$ cat src/rtl/timer_dev.sv
// rtl/timer_dev.sv - programmable countdown timer (CTRL/PRESET/COUNT), one-shot and auto-reload
// Optional prescaler on COUNT decrements is built when TIMER_PRESCALE_EN is defined.
module timer_dev #(
   parameter int PRESCALE = 4
) (
   input  logic        clk,
   input  logic        reset,
   input  logic [3:2]  Addr,
   input  logic        We,
   input  logic [31:0] DataIn,
   output logic [31:0] DataOut,
   output logic        IRQ
);
   typedef enum logic [1:0] {IDLE, LOAD, CNT, INT} state_t;

   state_t      state, state_nxt;
   logic        en, en_nxt;
   logic [1:0]  mode;
   logic        im;
   logic [31:0] preset;
   logic [31:0] count, count_nxt;
   logic        irq_pend, irq_pend_nxt;
   logic        ctrl_we, preset_we, auto_mode, tick;

   assign ctrl_we   = We && (Addr == 2'b00);
   assign preset_we = We && (Addr == 2'b01);
   assign auto_mode = (mode == 2'b01);

`ifdef TIMER_PRESCALE_EN
   logic [15:0] pre_cnt, pre_nxt;

   assign tick = (pre_cnt == 16'(PRESCALE - 1));

   always_comb begin
      pre_nxt = 16'd0;
      if (state == CNT)
         pre_nxt = tick ? 16'd0 : pre_cnt + 16'd1;
   end

   always_ff @(posedge clk or posedge reset) begin
      if (reset) pre_cnt <= 16'd0;
      else       pre_cnt <= pre_nxt;
   end
`else
   // No prescaler: every CNT cycle is a decrement opportunity, PRESCALE has no effect.
   assign tick = 1'b1 || (PRESCALE < 2);
`endif

   always_comb begin
      state_nxt    = state;
      count_nxt    = count;
      en_nxt       = en;
      irq_pend_nxt = irq_pend;
      if (auto_mode && irq_pend)
         irq_pend_nxt = 1'b0;
      case (state)
         IDLE: if (en) state_nxt = LOAD;
         LOAD: begin
            count_nxt = preset;
            state_nxt = CNT;
         end
         CNT: begin
            if (!en)
               state_nxt = IDLE;
            else if (tick) begin
               if (count == 32'd0) state_nxt = INT;
               else                count_nxt = count - 32'd1;
            end
         end
         INT: begin
            irq_pend_nxt = 1'b1;
            if (auto_mode)
               state_nxt = LOAD;
            else begin
               en_nxt    = 1'b0;
               state_nxt = IDLE;
            end
         end
         default: state_nxt = IDLE;
      endcase
      // A CPU write to CTRL overrides the FSM's own En clear and pending set.
      if (ctrl_we) begin
         en_nxt       = DataIn[0];
         irq_pend_nxt = 1'b0;
      end
   end

   always_ff @(posedge clk or posedge reset) begin
      if (reset) begin
         state    <= IDLE;
         en       <= 1'b0;
         mode     <= 2'b00;
         im       <= 1'b0;
         preset   <= 32'd0;
         count    <= 32'd0;
         irq_pend <= 1'b0;
         IRQ      <= 1'b0;
      end else begin
         state    <= state_nxt;
         en       <= en_nxt;
         count    <= count_nxt;
         irq_pend <= irq_pend_nxt;
         IRQ      <= (ctrl_we ? DataIn[3] : im) & irq_pend_nxt;
         if (ctrl_we) begin
            mode <= DataIn[2:1];
            im   <= DataIn[3];
         end
         if (preset_we)
            preset <= DataIn;
      end
   end

   always_comb begin
      DataOut = 32'd0;
      case (Addr)
         2'b00:   DataOut = {28'd0, im, mode, en};
         2'b01:   DataOut = preset;
         2'b10:   DataOut = count;
         default: DataOut = 32'd0;
      endcase
   end
endmodule

$ cat config.mk
export PLATFORM = sky130hd
export DESIGN_NAME = timer_dev
export DESIGN_NICKNAME = d
export VERILOG_FILES = /design/src/rtl/timer_dev.sv
export SDC_FILE = /design/constraint.sdc
export NUM_CORES = 1
export LEC_CHECK = 0
export CAP_MARGIN = 0
export CORE_UTILIZATION = 45
export DETAILED_ROUTE_END_ITERATION = 10
export PLACE_DENSITY = 0.72
export SYNTH_ARGS = -nofsm -noshare
export SYNTH_HDL_FRONTEND = slang
export SYNTH_SLANG_ARGS = --single-unit
$ cat constraint.sdc
create_clock -name clk -period 2.55 [get_ports clk]
set_input_delay 0.255 -clock clk [delete_from_list [all_inputs] [get_ports clk]]
set_output_delay 0.255 -clock clk [all_outputs]
set_load 0.005 [all_outputs]
==> run_results.csv <==
group,metric,value,unit
synth,syn-num-nets,453,
cells_and_area,syn_to_final_growth,28.2,%
timing,final_hold_viol_count,0,
timing,hold_ws,267,ps
worst_setup_path,path_max_fanout,15,
power_and_ir_drop,power_switching,0.00198,W
synth,syn_area,0.00408,mm²
run_status,outcome,"finished, final reports clean",
min_path,hp-class,"in -> async",
die,boundaryPins,70,
route,antenna_left,0,
cells_and_area,seqCellArea,0.00180,mm²
power_and_ir_drop,swShare,0.399,
global_routing,grt_pass1_wl,18400,µm
synth,synth-seq-cells,72,
timing,clock.fmax,408,MHz
worst_setup_path,critical_path.max_stage_delay,460,ps
timing,setup_viol,0,
synth,synth.distinct_cells,49,
timing,fin_crit,2450,ps
route,routed_wl,10900,µm
global_routing,antenna_found_initial,0,
worst_setup_path,cp-end-kind,"register",
cts,clk_path_buf_depth,2,
timing,worstMarginPinSlew,648,ps
die,core_area,0.00876,mm²
route,drc,0,
worst_setup_path,start_kind,"register",
cells_and_area,fillers,752,
cts,cts_made_buffers,9,
power_and_ir_drop,p_leak,2.09,nW
flow_run,max_cap_violations,0,
die,dieArea,0.00945,mm²
timing,final.setup_skew,9.79,ps
global_routing,grt_pass1_vias,3575,
worst_setup_path,crit_path_top_delay_cell,"or4b_4",
synth,synth_area_leaders,"dfrtp_1, mux2_2, a22o_1, a2bb2oi_1, nor2_1",
global_routing,grt.total_usage,0.238,
synth,avgSynthCellArea,9.83,µm²
synth,async_flop_share,1.00,
route,vias,3782,
cts,cts.reportedPaths.clkPinSlew,80,ps
timing,period_share,0.961,
die,die_x,97.2,µm
synth,synth_common_cells,"dfrtp_1, mux2_2, nor2_1, a22o_1, nand2_1",
route,drt_pass1_iterations,5,
placement,post-place-cells,588,
power_and_ir_drop,pwr_density_cell,948,mW/mm²
die,dieHeight,97.2,µm
cts,cts_root_buf,"clkbuf_8",
cts,cts_tree,"yes",
placement,place.gp.congestion,0.893,
synth,postSynthCellCount,415,
worst_setup_path,critPathRequiredTime,2770,ps
synth,synth_top_area_frac,0.441,
power_and_ir_drop,p_int,0.00298,W
worst_setup_path,r2r-start,"count[1]",
die,fp-row-count,34,
worst_setup_path,cp_cell_sequence,"inv_1, ha_2, or4b_4, buf_4, nor4_4, and3_4, or2_2, o21ai_0",
placement,io_buffers,69,
route,drtIter0Drc,216,
cts,htreeDepth,3,
worst_setup_path,r2r_setup_slack,100,ps
synth,seq_area_frac_synth,0.441,
cells_and_area,layout-drive-gt1-share,0.199,
global_routing,grt_max_degree,46,
cts,worstSkewPairLatency,350,ps
synth,yosys_warnings,0,
power_and_ir_drop,ir_worst_vdd,0.000405,V
cells_and_area,final_nets,531,
route,wl_per_cell,18.1,µm
timing,slew_violations,0,
cells_and_area,finish.utilization,0.597,
cells_and_area,layout.cells.non_filler,605,
placement,hpwlAfterDp,7410,µm
cells_and_area,multiInputGateArea,0.00213,mm²
global_routing,grt_overflow,0,
synth,synth_edf_count,0,
route,via_per_inst,6.25,
synth,synth_top_area_cell,"dfrtp_1",
worst_setup_path,criticalPathCategory,"reg -> reg",
synth,synth-main-ff-cell,"dfrtp_1",
worst_setup_path,reg2reg_depth,8,
worst_setup_path,r2r_end,"count[21]",
synth,synthMostInstantiatedCell,"dfrtp_1",
die,start_util,0.466,
cells_and_area,antenna_cells,0,
power_and_ir_drop,p_comb_frac,0.446,
power_and_ir_drop,pwr-share-seq,0.399,
worst_setup_path,arrival,2670,ps
cts,cts_num_sinks,72,
timing,max-slew-margin-rel,0.566,
power_and_ir_drop,power.share.clock,0.156,
## power by group through the flow
stage | sequential (W) | clock [W] | combinational [W]
floorplan | 0.00186 | 0 | 0.00147
global placement | 0.00196 | 0 | 0.00210
detailed placement | 0.00197 | 0 | 0.00216
CTS | 0.00196 | 0.000784 | 0.00217
global route | 0.00203 | 0.000829 | 0.00242
finish | 0.00198 | 0.000771 | 0.00221
## critical path, delay by kind of cell (launching register included)
| family | cells | cell delay, ps |
|---|---|---|
| compound gates | 1 | 160 |
| simple gates | 4 | 1310 |
| fa+ha+maj | 1 | 190 |
| flops | 1 | 380 |
| buf+inv | 2 | 260 |
## cell families after synthesis
group           after synthesis  synth area share
fa+ha+maj                     1           0.00307
compound gates              132             0.231
flops                        72             0.441
mux                          41             0.111
simple gates                124             0.167
buf+inv                      45            0.0460
## flip-flops by register name, summed over array words and instances (netlist names)
signal    flops
mode          2
state         2
irq_pend      1
count        32
IRQ           1
im            1
preset       32
en            1
## routing by layer
layer | wire length [µm] | vias up | global-route usage
met2 | 5340 | 168 | 0.385
met3 | 642 | 28 | 0.0317
met1 | 4790 | 1849 | 0.332
met5 | 0 | - | 0
met4 | 169 | 0 | 0.0769
li1 | - | 1737 | -
## stage by stage
stage	setup TNS, ps	setup WS [ps]	total power, W	area, µm²
2_1_floorplan	-12.5	-12.5	0.00333	4080
3_3_place_gp	0	130	0.00406	5030
3_5_place_dp	0	72.2	0.00413	5030
4_1_cts	0	66.0	0.00491	5190
5_1_grt	-25.1	-11.8	0.00528	5230
6_report	0	99.3	0.00496	5230
## cell usage in the layout (no fill, tap or decap), types with 3 or more instances in the layout
cell type        netlist  final
dfrtp_1               72     72
clkdlybuf4s50_1        0     69
mux2_2                35     35
buf_4                  2     34
nor2_1                30     30
a22o_1                28     28
nand2_1               22     22
a21oi_1               17     17
o21ai_0               14     14
a2bb2oi_1             13     13
o22ai_1               12     12
nor4_1                10     10
o31ai_1               10     10
nor3_1                10     10
nand3_1                9      9
a211oi_1              10      9
clkbuf_8               0      9
o21ai_1                8      8
nand4_1                7      7
or4_1                  7      6
inv_1                  7      6
mux2i_1                6      6
or3_1                  4      4
nand2b_1               4      4
nor2b_2                0      3
nor2b_1                6      3
a22oi_1                3      3
o31a_1                 3      3
a31oi_1                3      3
clkinv_2               0      3
## worst max-delay path by stage
stage / startpoint / endpoint / depth (start not counted)
final: count[1] / count[21] / 8
after global placement: count[1] / count[12] / 7
after CTS: count[0] / count[12] / 7
after floorplan: count[0] / count[12] / 8
after global routing: count[1] / count[28] / 9
after detailed placement: count[0] / count[12] / 7
## area by class of cell
cell class | instances | area share
Multi-Input combinational cell | 298 | 0.407
Timing Repair Buffer | 105 | 0.188
Inverter | 7 | 0.00502
Tap cell | 108 | 0.0258
Clock inverter | 4 | 0.00431
Sequential cell | 72 | 0.344
Clock buffer | 11 | 0.0251
## repair_timing
item | in CTS | in global routing
hold buffers | 0 | 0
hold endpoints to repair | 0 | 0
endpoints found under the setup margin | 0 | 25
setup buffers | 0 | 2
gates resized for setup | 0 | 7
No activity file was read; power rests on OpenSTA's default activity.
==> RTL edit 1, RTL diff (config.mk and constraints unchanged) <==
The 4 states of `state_t` get a Gray code encoding in 2 bits.
--- a/src/rtl/timer_dev.sv
+++ b/src/rtl/timer_dev.sv
@@ -11,7 +11,7 @@
    output logic [31:0] DataOut,
    output logic        IRQ
 );
-   typedef enum logic [1:0] {IDLE, LOAD, CNT, INT} state_t;
+   typedef enum logic [1:0] {IDLE = 2'b00, LOAD = 2'b01, CNT = 2'b11, INT = 2'b10} state_t;
 
    state_t      state, state_nxt;
    logic        en, en_nxt;
Function: same outputs for any inputs over 4 cycles, from zero or initial values and one cycle with reset high; so few cycles prove little.
==> RTL edit 1 against the unedited design <==
Synthesized area is 0.98% lower. First-iteration DRC count increased by 43%. Design area down 0.74%. Count of clock-buffer cells in the layout grew 2. Power up 4.9%. Setup slack improved by 11 ps. Core utilization fell by 0.15 points. Largest cell class unchanged. Routed wire length fell by 0.46%. Sequential cell count did not move. Hold slack better by 18 ps.
==> RTL edit 1: results (changes against the unedited design) <==
Parameter                              Value

Clock tree
  Max Root-Sink Buffers    2 (unchanged)

Setup path
  Top fanout value on the critical path    11 (-4)
  Worst endpoint data arrival time    2620 ps (-50 ps)

Yosys
  Synth Net Count    451 (-0.44%)
  Biggest area contributors in the synthesized netlist    dfrtp_1 (45%), mux2_2 (10%), a22o_1 (6.1%), o21ai_0 (5.4%), nor3_1 (2.4%)
  Cell types with the highest counts after synthesis    dfrtp_1 (72), o21ai_0 (44), mux2_2 (36), a22o_1 (28), nand2_1 (24)
  Netlist cell types    55 (+12%)
  Average size of a mapped cell    9.79 um2 (-0.50%)
  Part of the Yosys area used for sequential elements    0.446 (+0.00437)

Placed design
  Routability-driven placement congestion ratio    0.849 (-5.0%)
  Pre-CTS worst setup slack    125 ps (+53.2 ps)
  Half-perimeter wire length after detailed placement    7250 um (-2.2%)
  Standard cell area after detailed placement    0.00499 mm2 (-0.89%)
  Number of cells after detailed placement    589 (+0.17%)

GRT
  GRT Total Usage    0.240 (+0.00213)
  Met2 capacity usage during global routing    0.376 (-0.00921)
  Global-route wire length before repair    18300 um (-0.45%)
  Maximum number of pins on one net before global-route repair    73 (+59%)
  Number of global-route vias before repair    3714 (+3.9%)
  Met3 Resource Use GR    0.0383 (+0.00664)

Power
  Reported leakage power    2.04 nW (-2.5%)
  Seq pwr share    0.381 (-0.018)
  Clock group    934 uW (+21%)
  Power Dens Cells    1000 mW/mm2 (+5.7%)
  Switching Power    2.06 mW (+4.4%)

Route
  Average routed wire per standard cell    18.0 um (-0.46%)
  Number of DRC markers in iteration 0    308 (+43%)
  Uppermost layer routed    met4
  Via-per-instance ratio    6.19 (-1.0%)
  Detailed-route wire length on metal 1    4860 um (+1.4%)
  DR WL met2    5210 um (-2.4%)
  Met3 wire len    617 um (-3.9%)
  Wire length reported by the detailed router    10900 um (-0.46%)

Final layout
  Nets@finish    530 (-0.19%)
  Ratio of cells with drive above 1 in the final layout    0.189 (-0.0101)

Timing
  Smallest hold slack    285 ps (+18.3 ps)
  Tmin final    2440 ps (-11.0 ps)

Outcome
  Result of the run    finished clean
## RTL edit 1: cell type report
class | count | area, um2
Multi-Input combinational cell | 302 | 2070
Tap cell | 108 | 135
Clock buffer | 13 | 159
Clock inverter | 3 | 40.0
Inverter | 7 | 26.3
Fill cell | 727 | 3530
Sequential cell | 72 | 1800
Timing Repair Buffer | 100 | 961
## RTL edit 1: logic make-up (layout without fill, tap and decap cells)
kind of cell	count (synthesis)	after routing	share of synthesized area
AO/OA/AOI/OAI	140	140	0.236
adder cells (fa/ha/maj)	1	1	0.00310
buffers and inverters	39	123	0.0446
flip-flops	72	72	0.446
multiplexers	40	40	0.110
AND/OR/NAND/NOR	121	121	0.161
## RTL edit 1: path summary, 6_finish.rpt
path                                  startpoint                     end  cells past startpoint
setup / recovery           count[10]$_DFFE_PP0P_   count[17]$_DFFE_PP0P_                      5
hold / removal                             reset     mode[0]$_DFFE_PP0P_                      3
setup reg to reg           count[10]$_DFFE_PP0P_   count[17]$_DFFE_PP0P_                      5
hold reg to reg               irq_pend$_DFF_PP0_      irq_pend$_DFF_PP0_                      2
max in group asynchronous                  reset  preset[24]$_DFFE_PP0P_                      3
min in group clk                      DataIn[10]  preset[10]$_DFFE_PP0P_                      2
## RTL edit 1: timing repair
| action | 4_1_cts | 5_1_grt |
|---|---|---|
| endpoints found under the hold margin | 0 | 0 |
| gates resized for setup | 0 | 2 |
| endpoints found under the setup margin | 0 | 4 |
## RTL edit 1: worst max-delay path: stages, from the launching register on
cell and delay (ps):
dfrtp_2 460, or4_4 570, or4_4 590, or4_1 490, o21ai_1 90, a21oi_1 80
==> RTL edit 2, RTL diff (same flow settings) <==
Made on the original files. Build with the macro `TIMER_PRESCALE_EN` defined.
--- a/src/rtl/timer_dev.sv
+++ b/src/rtl/timer_dev.sv
@@ -1,5 +1,7 @@
 // rtl/timer_dev.sv - programmable countdown timer (CTRL/PRESET/COUNT), one-shot and auto-reload
 // Optional prescaler on COUNT decrements is built when TIMER_PRESCALE_EN is defined.
+`define TIMER_PRESCALE_EN
+
 module timer_dev #(
    parameter int PRESCALE = 4
 ) (
Check against the original RTL: not equivalent (a bounded check fails within 10 cycles, from zero or initial values and one cycle with reset high).
==> RTL edit 2 against the unedited design <==
Routed wire length up 11%. Design area grew 15%. Synthesized area up 20%. Clock skew rose by 1.2 ps. Power is 0.51% lower. Largest cell class unchanged. Non-clock buffer count shrank 15. Sequential cell count up 16. Setup slack gained 55 ps. Hold slack worse by 28 ps.
==> RTL edit 2: results (changes against the unedited design) <==
Parameter                              Value

Route
  Average routed wire per standard cell    17.7 um (-2.0%)
  DR WL met2    5890 um (+10%)
  Detailed-route wire length on metal 1    5410 um (+13%)
  Number of DRC markers in iteration 0    268 (+24%)

GRT
  GRT Total Usage    0.225 (-0.0135)
  GRT met1 Usage    0.303 (-0.0285)
  Global-route wire length before repair    20100 um (+9.5%)
  Met3 Resource Use GR    0.0307 (-0.000999)
  Maximum number of pins on one net before global-route repair    61 (+33%)
  Number of global-route vias before repair    4160 (+16%)
  Met2 capacity usage during global routing    0.372 (-0.0132)

Final layout
  Ratio of cells with drive above 1 in the final layout    0.179 (-0.0200)
  Number of cells in the finished layout apart from fillers    683 (+13%)
  Largest registers    count: 32 flops, preset: 32 flops, pre_cnt: 16 flops
  Fillers    942 (+25%)

Yosys
  Instance count of the mapped netlist    478 (+15%)
  Part of the Yosys area used for sequential elements    0.449 (+0.00799)
  Biggest area contributors in the synthesized netlist    dfrtp_1 (45%), mux2_2 (9.0%), a22o_1 (5.4%), nand2_1 (2.8%), o21ai_0 (2.7%)

Setup path
  Top fanout value on the critical path    6 (-9)
  Worst endpoint data arrival time    2610 ps (-60 ps)
  Slowest stage cell on the critical path    or4_1
  Maximum cell stage delay along the critical path    680 ps (+220 ps)

Outcome
  Result of the run    finished clean

Power
  Reported leakage power    2.37 nW (+13%)
  Seq pwr share    0.454 (+0.055)
  Int Power    3.11 mW (+4.5%)

Timing
  Transition time at the pin with the least slew margin    582 ps (-65.7 ps)

Placed design
  Number of cells after detailed placement    669 (+14%)
-- RTL edit 2: final timing paths --
path | startpoint | to | slack (ps) | depth (start not counted)
max in group asynchronous | reset | count[1]$_DFFE_PP0P_ | 1610 | 3
setup / recovery | count[24]$_DFFE_PP0P_ | count[31]$_DFFE_PP0P_ | 150 | 5
setup reg to reg | count[24]$_DFFE_PP0P_ | count[31]$_DFFE_PP0P_ | 150 | 5
hold / removal | reset | pre_cnt[0]$_DFF_PP0_ | 240 | 2
min in group clk | DataIn[0] | en$_DFFE_PP0P_ | 470 | 3
hold reg to reg | pre_cnt[0]$_DFF_PP0_ | pre_cnt[0]$_DFF_PP0_ | 490 | 1
-- RTL edit 2: cell families after synthesis --
logic type | after synthesis | share of synthesized area
flops | 88 | 0.449
buf+inv | 45 | 0.0401
xor+xnor | 13 | 0.0232
simple gates | 151 | 0.176
compound gates | 134 | 0.205
fa+ha+maj | 2 | 0.00511
mux | 45 | 0.102
-- RTL edit 2: cell type report --
cell class	instances	area (um2)	share of cell area
sequential	88	2200	0.366
multi-input combinational	345	2510	0.418
clock inverter	4	47.5	0.00791
tap	136	170	0.0283
clock buffer	10	128	0.0212
timing repair buffer	90	911	0.152
inverter	10	38.8	0.00645
-- RTL edit 2: through the flow --
| step | total power, mW | hold WS, ps | setup slack (ps) | area [um2] |
|---|---|---|---|---|
| after detailed placement | 4.01 | 479 | 218 | 5840 |
| after CTS | 4.94 | 240 | 166 | 6010 |
| after global routing | 5.24 | 280 | 61.6 | 6010 |
| after global placement | 3.94 | 467 | 272 | 5840 |
| final | 4.93 | 239 | 154 | 6010 |
| after floorplan | 3.34 | 372 | 16.4 | 4900 |
